===== src/rtl/uart_pkg.sv =====
// Shared types and helpers for the UART transmit arbiter.
package uart_pkg;

  typedef enum logic [2:0] {
    IDLE,
    ARB,
    LAUNCH,
    WAIT_BUSY,
    WAIT_DONE,
    HOLD
  } arb_state_e;

  localparam int DEFAULT_NUM_REQ = 4;
  localparam int MAX_REQ         = 8;

  // Behavioural round-robin pick for up to MAX_REQ requesters; returns {found, idx}.
  function automatic logic [3:0] rr_pick(input logic [MAX_REQ-1:0] valid,
                                         input logic [2:0]         ptr,
                                         input int                 num_req);
    logic [3:0] res;
    logic [2:0] j;
    res = '0;
    for (int k = num_req - 1; k >= 0; k--) begin
      j = 3'((int'(ptr) + k) % num_req);
      if (valid[j]) res = {1'b1, j};
    end
    return res;
  endfunction

endpackage


===== src/rtl/uart_tx_arbiter_rr_picker.sv =====
// Round-robin picker: rotate the request vector to start at i_ptr,
// priority-encode the lowest set bit, then rotate the index back.
module rr_picker
  import uart_pkg::*;
#(
  parameter int NUM_REQ = DEFAULT_NUM_REQ
) (
  input  logic [NUM_REQ-1:0]         i_valid,
  input  logic [$clog2(NUM_REQ)-1:0] i_ptr,
  output logic                       o_found,
  output logic [$clog2(NUM_REQ)-1:0] o_idx
);

  localparam int IW = $clog2(NUM_REQ);

  logic [NUM_REQ-1:0] w_rot;
  logic [IW-1:0]      w_off;

  always_comb begin
    w_rot = '0;
    for (int k = 0; k < NUM_REQ; k++) begin
      w_rot[k] = i_valid[IW'((int'(i_ptr) + k) % NUM_REQ)];
    end
  end

  always_comb begin
    w_off = '0;
    for (int k = NUM_REQ - 1; k >= 0; k--) begin
      if (w_rot[k]) w_off = IW'(k);
    end
  end

  assign o_found = |w_rot;
  assign o_idx   = IW'((int'(i_ptr) + int'(w_off)) % NUM_REQ);

endmodule


===== src/rtl/uart_tx_arbiter.sv =====
// Shares one UART byte transmitter among NUM_REQ requesters with per-message
// round-robin arbitration and a tx_start / tx_busy handshake.
module uart_tx_arbiter
  import uart_pkg::*;
#(
  parameter int NUM_REQ      = DEFAULT_NUM_REQ,
  parameter int BUSY_TIMEOUT = 16,
  parameter int LOCK_TIMEOUT = 65535
) (
  input  logic                       clk,
  input  logic                       rst,
  input  logic [NUM_REQ-1:0]         i_req_valid,
  input  logic [NUM_REQ*8-1:0]       i_req_data,
  input  logic [NUM_REQ-1:0]         i_req_last,
  output logic [NUM_REQ-1:0]         o_req_ready,
  output logic                       o_tx_start,
  output logic [7:0]                 o_tx_data,
  input  logic                       i_tx_busy,
  output logic [$clog2(NUM_REQ)-1:0] o_grant_id,
  output logic                       o_locked
);

  localparam int IW      = $clog2(NUM_REQ);
  localparam int CNT_MAX = (BUSY_TIMEOUT > LOCK_TIMEOUT) ? BUSY_TIMEOUT : LOCK_TIMEOUT;
  localparam int CNT_W   = $clog2(CNT_MAX + 1);

  arb_state_e r_state, w_state_nxt;
  logic [IW-1:0]    r_grant, w_grant_nxt;
  logic             r_locked, w_locked_nxt;
  logic [7:0]       r_tx_data, w_tx_data_nxt;
  logic [CNT_W-1:0] r_cnt, w_cnt_nxt, w_cnt_inc;
  logic [IW-1:0]    w_ptr, w_idx;
  logic             w_found;

  assign w_ptr     = (r_grant == IW'(NUM_REQ - 1)) ? '0 : r_grant + IW'(1);
  assign w_cnt_inc = (r_cnt == CNT_W'(CNT_MAX)) ? r_cnt : r_cnt + CNT_W'(1);

  rr_picker #(.NUM_REQ(NUM_REQ)) u_picker (
    .i_valid (i_req_valid),
    .i_ptr   (w_ptr),
    .o_found (w_found),
    .o_idx   (w_idx)
  );

  always_ff @(posedge clk) begin
    if (rst) begin
      r_state   <= IDLE;
      r_grant   <= IW'(NUM_REQ - 1);
      r_locked  <= 1'b0;
      r_tx_data <= 8'hFF;
      r_cnt     <= '0;
    end else begin
      r_state   <= w_state_nxt;
      r_grant   <= w_grant_nxt;
      r_locked  <= w_locked_nxt;
      r_tx_data <= w_tx_data_nxt;
      r_cnt     <= w_cnt_nxt;
    end
  end

  always_comb begin
    w_state_nxt   = r_state;
    w_grant_nxt   = r_grant;
    w_locked_nxt  = r_locked;
    w_tx_data_nxt = r_tx_data;
    w_cnt_nxt     = r_cnt;
    o_req_ready   = '0;
    o_tx_start    = 1'b0;
    case (r_state)
      IDLE: begin
        // A busy transmitter here belongs to a frame we did not launch.
        if (!i_tx_busy && |i_req_valid) w_state_nxt = ARB;
      end
      ARB: begin
        if (w_found) begin
          w_grant_nxt = w_idx;
          w_state_nxt = LAUNCH;
        end else begin
          w_state_nxt = IDLE;
        end
      end
      LAUNCH: begin
        o_req_ready[r_grant] = 1'b1;
        o_tx_start           = 1'b1;
        w_tx_data_nxt        = i_req_data[int'(r_grant)*8 +: 8];
        w_locked_nxt         = ~i_req_last[r_grant];
        w_cnt_nxt            = '0;
        w_state_nxt          = WAIT_BUSY;
      end
      WAIT_BUSY: begin
        w_cnt_nxt = w_cnt_inc;
        if (i_tx_busy || r_cnt == CNT_W'(BUSY_TIMEOUT - 1)) w_state_nxt = WAIT_DONE;
      end
      WAIT_DONE: begin
        if (!i_tx_busy) begin
          if (!r_locked) begin
            w_state_nxt = ARB;
          end else if (i_req_valid[r_grant]) begin
            w_state_nxt = LAUNCH;
          end else begin
            w_cnt_nxt   = '0;
            w_state_nxt = HOLD;
          end
        end
      end
      HOLD: begin
        w_cnt_nxt = w_cnt_inc;
        if (i_req_valid[r_grant]) begin
          w_state_nxt = LAUNCH;
        end else if (r_cnt == CNT_W'(LOCK_TIMEOUT - 1)) begin
          w_locked_nxt = 1'b0;
          w_state_nxt  = ARB;
        end
      end
      default: w_state_nxt = IDLE;
    endcase
  end

  assign o_tx_data  = r_tx_data;
  assign o_grant_id = r_grant;
  assign o_locked   = r_locked;

endmodule


===== config.mk =====
export PLATFORM = sky130hd
export DESIGN_NAME = uart_tx_arbiter
export DESIGN_NICKNAME = d
export VERILOG_FILES = /design/src/rtl/uart_pkg.sv /design/src/rtl/uart_tx_arbiter_rr_picker.sv /design/src/rtl/uart_tx_arbiter.sv
export SDC_FILE = /design/constraint.sdc
export NUM_CORES = 1
export LEC_CHECK = 0
export CORE_MARGIN = 8
export CORE_UTILIZATION = 28
export DETAILED_ROUTE_END_ITERATION = 10
export PLACE_DENSITY_LB_ADDON = 0.3
export SYNTH_ARGS = -nofsm -noshare
export SYNTH_HDL_FRONTEND = slang
export SYNTH_HIERARCHICAL = 1
export SYNTH_SLANG_ARGS = --single-unit

===== constraint.sdc =====
create_clock -name clk -period 7.9 [get_ports clk]
set_input_delay 0.79 -clock clk [delete_from_list [all_inputs] [get_ports clk]]
set_output_delay 0.79 -clock clk [all_outputs]
set_load 0.005 [all_outputs]

After elaboration in Yosys (flattened, before gate mapping)
Index checks and enable logic that the tools add are counted.
{"block": "word_totals", "regBits": 30, "in_bits": 43, "out_inout_bits": 16}
{"block": "classes", "add_sub_neg": 6, "n_lt_le_gt_ge": 6, "n_eq_ne": 18, "shifts": 1, "muxes": 42, "bitwise_logic": 1, "reduce_logical": 14}
{"cell": "$mux 16", "count": 4}
{"cell": "$pmux 16 s3", "count": 1}
{"cell": "$eq 16x16->1 const B", "count": 2}
{"cell": "$shiftx 32x6->8", "count": 1}
{"cell": "$mux 3", "count": 7}
{"cell": "$pmux 3 s6", "count": 1}
{"cell": "$add 16x1->16 const B", "count": 1}
{"cell": "$eq 16x4->1 const B", "count": 1}
{"cell": "$lt 2x4->1 const B", "count": 4}
{"cell": "$ne 2x2->1 const B", "count": 8}
{"cell": "$mux 1", "count": 14}
{"cell": "$bmux 1 s2", "count": 6}
{"cell": "$mux 2", "count": 6}
{"cell": "$reduce_or 4->1", "count": 2}
{"cell": "$eq 3x2->1 const B", "count": 2}
{"cell": "$eq 3x3->1 const B", "count": 2}
{"cell": "$reduce_and 5->1", "count": 1}
{"cell": "$add 2x1->2 const B", "count": 2}
{"cell": "$add 2x2->2 const B", "count": 2}
{"cell": "$mux 4", "count": 1}
{"cell": "$reduce_and 4->1", "count": 1}
{"cell": "$eq 3x1->1 const B", "count": 1}
{"cell": "$logic_not 3->1", "count": 1}
{"cell": "$lt 2x3->1 const B", "count": 1}
{"cell": "15 further kinds", "count": 16}

Depth between registers and ports, before layout
{"block": "logic_depth", "depth_word": 11, "mapped_depth": 12, "depth_no_buf": 10}

By module
The synthesis kept the hierarchy.
{"mod": "uart_tx_arbiter", "n_inst": 1, "cells_each": 197, "area_each_um2": 1890.6, "seq_area_each_um2": 600.6}
{"mod": "rr_picker", "n_inst": 1, "cells_each": 25, "area_each_um2": 166.4, "seq_area_each_um2": 0.0}

Worst setup path before layout
OpenSTA, ideal clock, no wires.
{"block": "synth_timing", "path_kind": "flip-flop to flip-flop", "startpoint": "register r_grant[0], in the netlist o_grant_id[0]", "endpoint": "register r_grant[1], in the netlist o_grant_id[1]", "setup_ns": 0.120, "arrival_ns": 2.612, "t_required_ns": 7.780, "path_slack_ns": 5.168, "path_stages_with_launch": 13, "synth_period_minus_slack_ns": 2.732, "cell_sequence": "dfxtp_1 > buf_1 > inv_1 > ha_1 > buf_2 > nand2_1 > a21oi_1 > o2bb2ai_1 > o21a_1 > ha_1 > xnor2_1 > xnor2_1 > a211o_1"}
{"block": "synth_between", "elab_chain_len": 11, "word_cells_on_any_way": 25}
{"item": "start, declared", "line_no": "uart_tx_arbiter.sv:28", "text": "logic [IW-1:0] r_grant, w_grant_nxt;"}
{"item": "start signal, assigned", "line_no": "uart_tx_arbiter.sv:48", "text": "r_grant <= IW'(NUM_REQ - 1);"}
{"item": "start signal, assigned", "line_no": "uart_tx_arbiter.sv:54", "text": "r_grant <= w_grant_nxt;"}
{"item": "$add 2x1->2 or $eq 2x2->1 (tied branches)", "line_no": "uart_tx_arbiter.sv:35", "text": "assign w_ptr = (r_grant == IW'(NUM_REQ - 1)) ? '0 : r_grant + IW'(1);"}
{"item": "$mux 2 (*)", "line_no": "uart_tx_arbiter.sv:35"}
{"item": "net w_ptr[1]", "line_no": "uart_tx_arbiter.sv:32", "text": "logic [IW-1:0] w_ptr, w_idx;"}
{"item": "$add 2x2->2", "line_no": "uart_tx_arbiter_rr_picker.sv:22", "text": "w_rot[k] = i_valid[IW'((int'(i_ptr) + k) % NUM_REQ)];"}
{"item": "$bmux 1 s2", "line_no": "uart_tx_arbiter_rr_picker.sv:22"}
{"item": "$mux 1 (not written as such) (2 in a row)", "line_no": "uart_tx_arbiter_rr_picker.sv:22"}
{"item": "$mux 2 (4 in a row)", "line_no": "uart_tx_arbiter_rr_picker.sv:29", "text": "if (w_rot[k]) w_off = IW'(k);"}
{"item": "$add 2x2->2 (*)", "line_no": "uart_tx_arbiter_rr_picker.sv:34", "text": "assign o_idx = IW'((int'(i_ptr) + int'(w_off)) % NUM_REQ);"}
{"item": "net w_idx[1]", "line_no": "uart_tx_arbiter.sv:32"}
The timed path passes the listed nets; every way through them passes the cells marked *. The select of a mux whose other input is x is not followed.
A chain may end at the register's enable or synchronous reset.

Worst setup path in the final report
{"block": "layout_timing", "startpoint": "input port i_req_valid[0]", "endpoint": "register r_cnt[14]"}
{"block": "layout_between", "elab_chain_len": 4}
{"item": "start, declared", "line_no": "uart_tx_arbiter.sv:12", "text": "input logic [NUM_REQ-1:0] i_req_valid,"}
{"item": "$bmux 1 s2", "line_no": "uart_tx_arbiter.sv:98", "text": "end else if (i_req_valid[r_grant]) begin"}
{"item": "$mux 1 (not written as such)", "line_no": "uart_tx_arbiter.sv:98"}
{"item": "$ne 2x2->1 (no line)"}
{"item": "$reduce_and 5->1 (no line)"}
{"item": "end signal, assigned", "line_no": "uart_tx_arbiter.sv:57", "text": "r_cnt <= w_cnt_nxt;"}
{"item": "end, declared", "line_no": "uart_tx_arbiter.sv:31", "text": "logic [CNT_W-1:0] r_cnt, w_cnt_nxt, w_cnt_inc;"}
Every way passes these cells. The select of a mux whose other input is x is not followed.

==> out/metrics.cfg <==
[power]
internal_portion_of_total_power_w=0.000306
p_clk_share_pct=29.1
max-vdd-ir-drop_v=0.0000698
sequentialPowerShare_pct=41.6
power_frac_comb_pct=29.3
power_w=0.000436
power.net_switching_w=0.000129
total_leakage_power_nw=0.959
net_switching_fraction_of_the_power_pct=29.6
power_per_cell_area_nw_per_um2=155

[finish]
diodes=0
layout.filler_cells=728
finalCoreUtilization_pct=39.1
nNetsFinal=325
drive_gt1_share_pct=10.9
post_layout_nonfiller_instances=375
flow.area_growth_from_synthesis_pct=36.6

[yosys]
synth.area.top_cells=dfxtp_1, mux4_2, a211o_1
postSynthCellCount=222
synth-edff-count=0
ys_async_sr_fraction_pct=0
synthFlopType=dfxtp_1
postSynthAreaPerCell_um2=9.27
synthDominantAreaCellType=dfxtp_1
post-synth-top-area-fraction_pct=29.2
synth.mux.area_fraction_pct=11.7
synth_cell_type_count=49
net_count_after_synthesis=272
synth_seq_cells=30
synth_compound_area_share_pct=18.6
post_synth_xor_area_fraction_pct=7.66
synth-seq-area-share_pct=29.2
post_synth_instance_area_um2=2060
synth_adder_area_share_pct=4.26
dominant_combinational_cell_family_by_area_after_synthesis=simple AND/OR/NAND/NOR gates
simple_gate_area_share_of_the_yosys_netlist_pct=24.8
ys_warn_count=6

[placement]
placed_cells=367
place.port_buffers=58
globalplace.congestion=0.755
place_hpwl_um=4210

[setup_path]
crit-reg2reg-launch=o_grant_id[0]$_SDFFE_PP1N_
crit-reg2reg-capture=r_cnt[14]$_SDFFE_PP0P_
worstPathCellList=clkdlybuf4s50_1 > mux4_2 > o311a_1 > or4_4 > xor2_1 > nor2_2
setup.reg_to_reg.worst_slack_ns=4.89
cp_max_fo=12
critical_path_arrival_ns=3.30
crit_path_max_incr_delay_ns=0.60
crit_path_start_kind=primary input
crit_path_top_delay_cell=or4_4
category_of_the_most_critical_setup_path=primary input to flip-flop
worstRegToRegCells=5
timing.critical_path.required_ns=8.05
setup.worst_path.end_class=flip-flop

[routing]
residual_antenna_violating_net_count_after_detailed_routing=0
drc_violation_total_after_the_first_tritonroute_iteration=82
detailroute.via_count=1872
post-route-drc-count=0
drt-pass1-iter-count=4
wire_per_inst_um=14.7
totalWireLength_um=5500
via_per_inst=4.99

[floorplanning]
core-area_um2=7180
fp.dieArea_um2=10300
floorplan.die.height_um=102
ios=59
placementRows=31
initial_core_util_pct=28.7
die_w_um=102

[timing]
min_period_ns=3.14
achievable-frequency_ghz=0.318
setup_tns_final_ns=0
slew_viol_final=0
final_min_period_over_clock_period_pct=39.8
worstMarginPinSlew_ns=0.835
worst_clock_skew_ns=0.0123
slew_headroom_pct=44.2
final_setup_vio_count=0
grt_setup_unrepaired=no
hold_viol=0

[cts]
post_cts.resized_instances=0
tritoncts.num_buffers=5
cts_hold_buffers=0
cts_htree_levels=2
postCtsSetupRepairBufs=0
clock_tree_from_tritoncts=built
clock_latency_ns=0.28
cts.path.max_buffers=2
cts-root-buf=clkbuf_8
numClockSinks=30
clock_slew_at_the_register_clock_pins_of_the_worst_setup_and_hold_paths_ns=0.06

[run]
maxCapViolations=0

[status]
status=completed

[global_route]
grt_pass1_wl_um=9400
grt_start_max_net_pins=21
gr-usage-all-layers_pct=11.4
antenna_found_initial=0
grt_pass1_vias=1970
globalRouteOverflowTotal=0

[worst_hold_path]
timing.hold.worst.class=flip-flop to flip-flop
hold_path_startpoint=r_cnt[3]$_SDFFE_PP0P_
timing.hold.worst_path_depth=2
min_delay_worst_endpoint=r_cnt[3]$_SDFFE_PP0P_

[sequential cells by signal, indices dropped and copies added (netlist names)]
register,flops
r_cnt,16
o_grant_id,2
r_state,3
o_tx_data,8
o_locked,1
[Yosys cell counts, drive strengths merged (6+ instances only)]
cell type  instances
dfxtp             30
nor2              25
a211o             13
nor2b             12
xnor2             12
mux4              10
clkbuf             8
and3               7
ha                 7
nand2              7
nand4              7
a21oi              6
buf                6
nand3              6
xor2               6
[worst max-delay path by stage]
stage / start / to / slack [ns] / cells after the start
2_1_floorplan: o_grant_id[0]$_SDFFE_PP1N_ / o_grant_id[1]$_SDFFE_PP1N_ / 5.17 / 12
3_3_place_gp: i_req_valid[0] / r_cnt[14]$_SDFFE_PP0P_ / 4.50 / 6
3_5_place_dp: i_req_valid[0] / r_cnt[14]$_SDFFE_PP0P_ / 4.49 / 6
4_1_cts: i_req_valid[0] / r_cnt[14]$_SDFFE_PP0P_ / 4.80 / 6
5_1_grt: i_req_valid[0] / r_cnt[14]$_SDFFE_PP0P_ / 4.68 / 6
6_report: i_req_valid[0] / r_cnt[14]$_SDFFE_PP0P_ / 4.76 / 6
[layout make-up]
cell class / count / area (um^2) / share of cell area [%]
clock buffer: 7 / 86.3 / 3.07
clock inverter: 1 / 5.00 / 0.178
inverter: 5 / 18.8 / 0.668
multi-input combinational: 173 / 1380 / 49.1
sequential: 30 / 601 / 21.4
tap: 99 / 124 / 4.41
timing repair buffer: 60 / 596 / 21.2
[cell usage in the layout, fill, tap and decap left out, types with 6 or more instances in the layout]
cell type	synthesis	routed
a211o_1	13	13
a21oi_1	6	6
and3_1	7	7
clkbuf_8	0	6
clkdlybuf4s50_1	0	58
dfxtp_1	30	30
ha_1	7	7
mux4_2	10	10
nand2_1	7	7
nand3_1	6	6
nand4_1	7	7
nor2_1	24	24
nor2b_1	12	12
xnor2_1	12	12
xor2_1	6	6
[metrics by stage]
| stage | hold WS [ns] | setup WS, ns | area [um^2] |
|---|---|---|---|
| global route | 0.595 | 4.68 | 2810 |
| floorplan | 0.491 | 5.17 | 2060 |
| global placement | 0.519 | 4.50 | 2720 |
| detailed placement | 0.534 | 4.49 | 2720 |
| CTS | 0.559 | 4.80 | 2810 |
| finish | 0.548 | 4.76 | 2810 |
[cells by family after synthesis]
kind of cell,after synthesis
mux,11
simple gates,91
xor+xnor,18
compound gates,46
flops,30
fa+ha+maj,7
buf+inv,19
[metal layers]
layer | up-vias | GRT usage [%] | part of all wire, %
li1 | 946 | - | -
met1 | 859 | 13.2 | 45
met2 | 63 | 17.4 | 43
met3 | 4 | 6.19 | 11
met4 | 0 | 3.78 | 1.1
met5 | - | 0 | 0
[power groups by stage]
| stage | combinational (W) | clock (W) | sequential [W] |
|---|---|---|---|
| 2_1_floorplan | 0.0000874 | 0 | 0.000172 |
| 3_3_place_gp | 0.000127 | 0 | 0.000185 |
| 3_5_place_dp | 0.000127 | 0 | 0.000185 |
| 4_1_cts | 0.000128 | 0.000132 | 0.000182 |
| 5_1_grt | 0.000141 | 0.000137 | 0.000184 |
| 6_report | 0.000128 | 0.000127 | 0.000181 |
[critical path: cells and delay by family]
family | cells | cell delay, ns
and+or+nand+nor | 2 | 0.64
muxes | 1 | 0.57
buffers and inverters | 1 | 0.56
AOI/OAI and AO/OA | 1 | 0.55
xor gates and xnor gates | 1 | 0.17
Power figures use the tool's default switching activity.
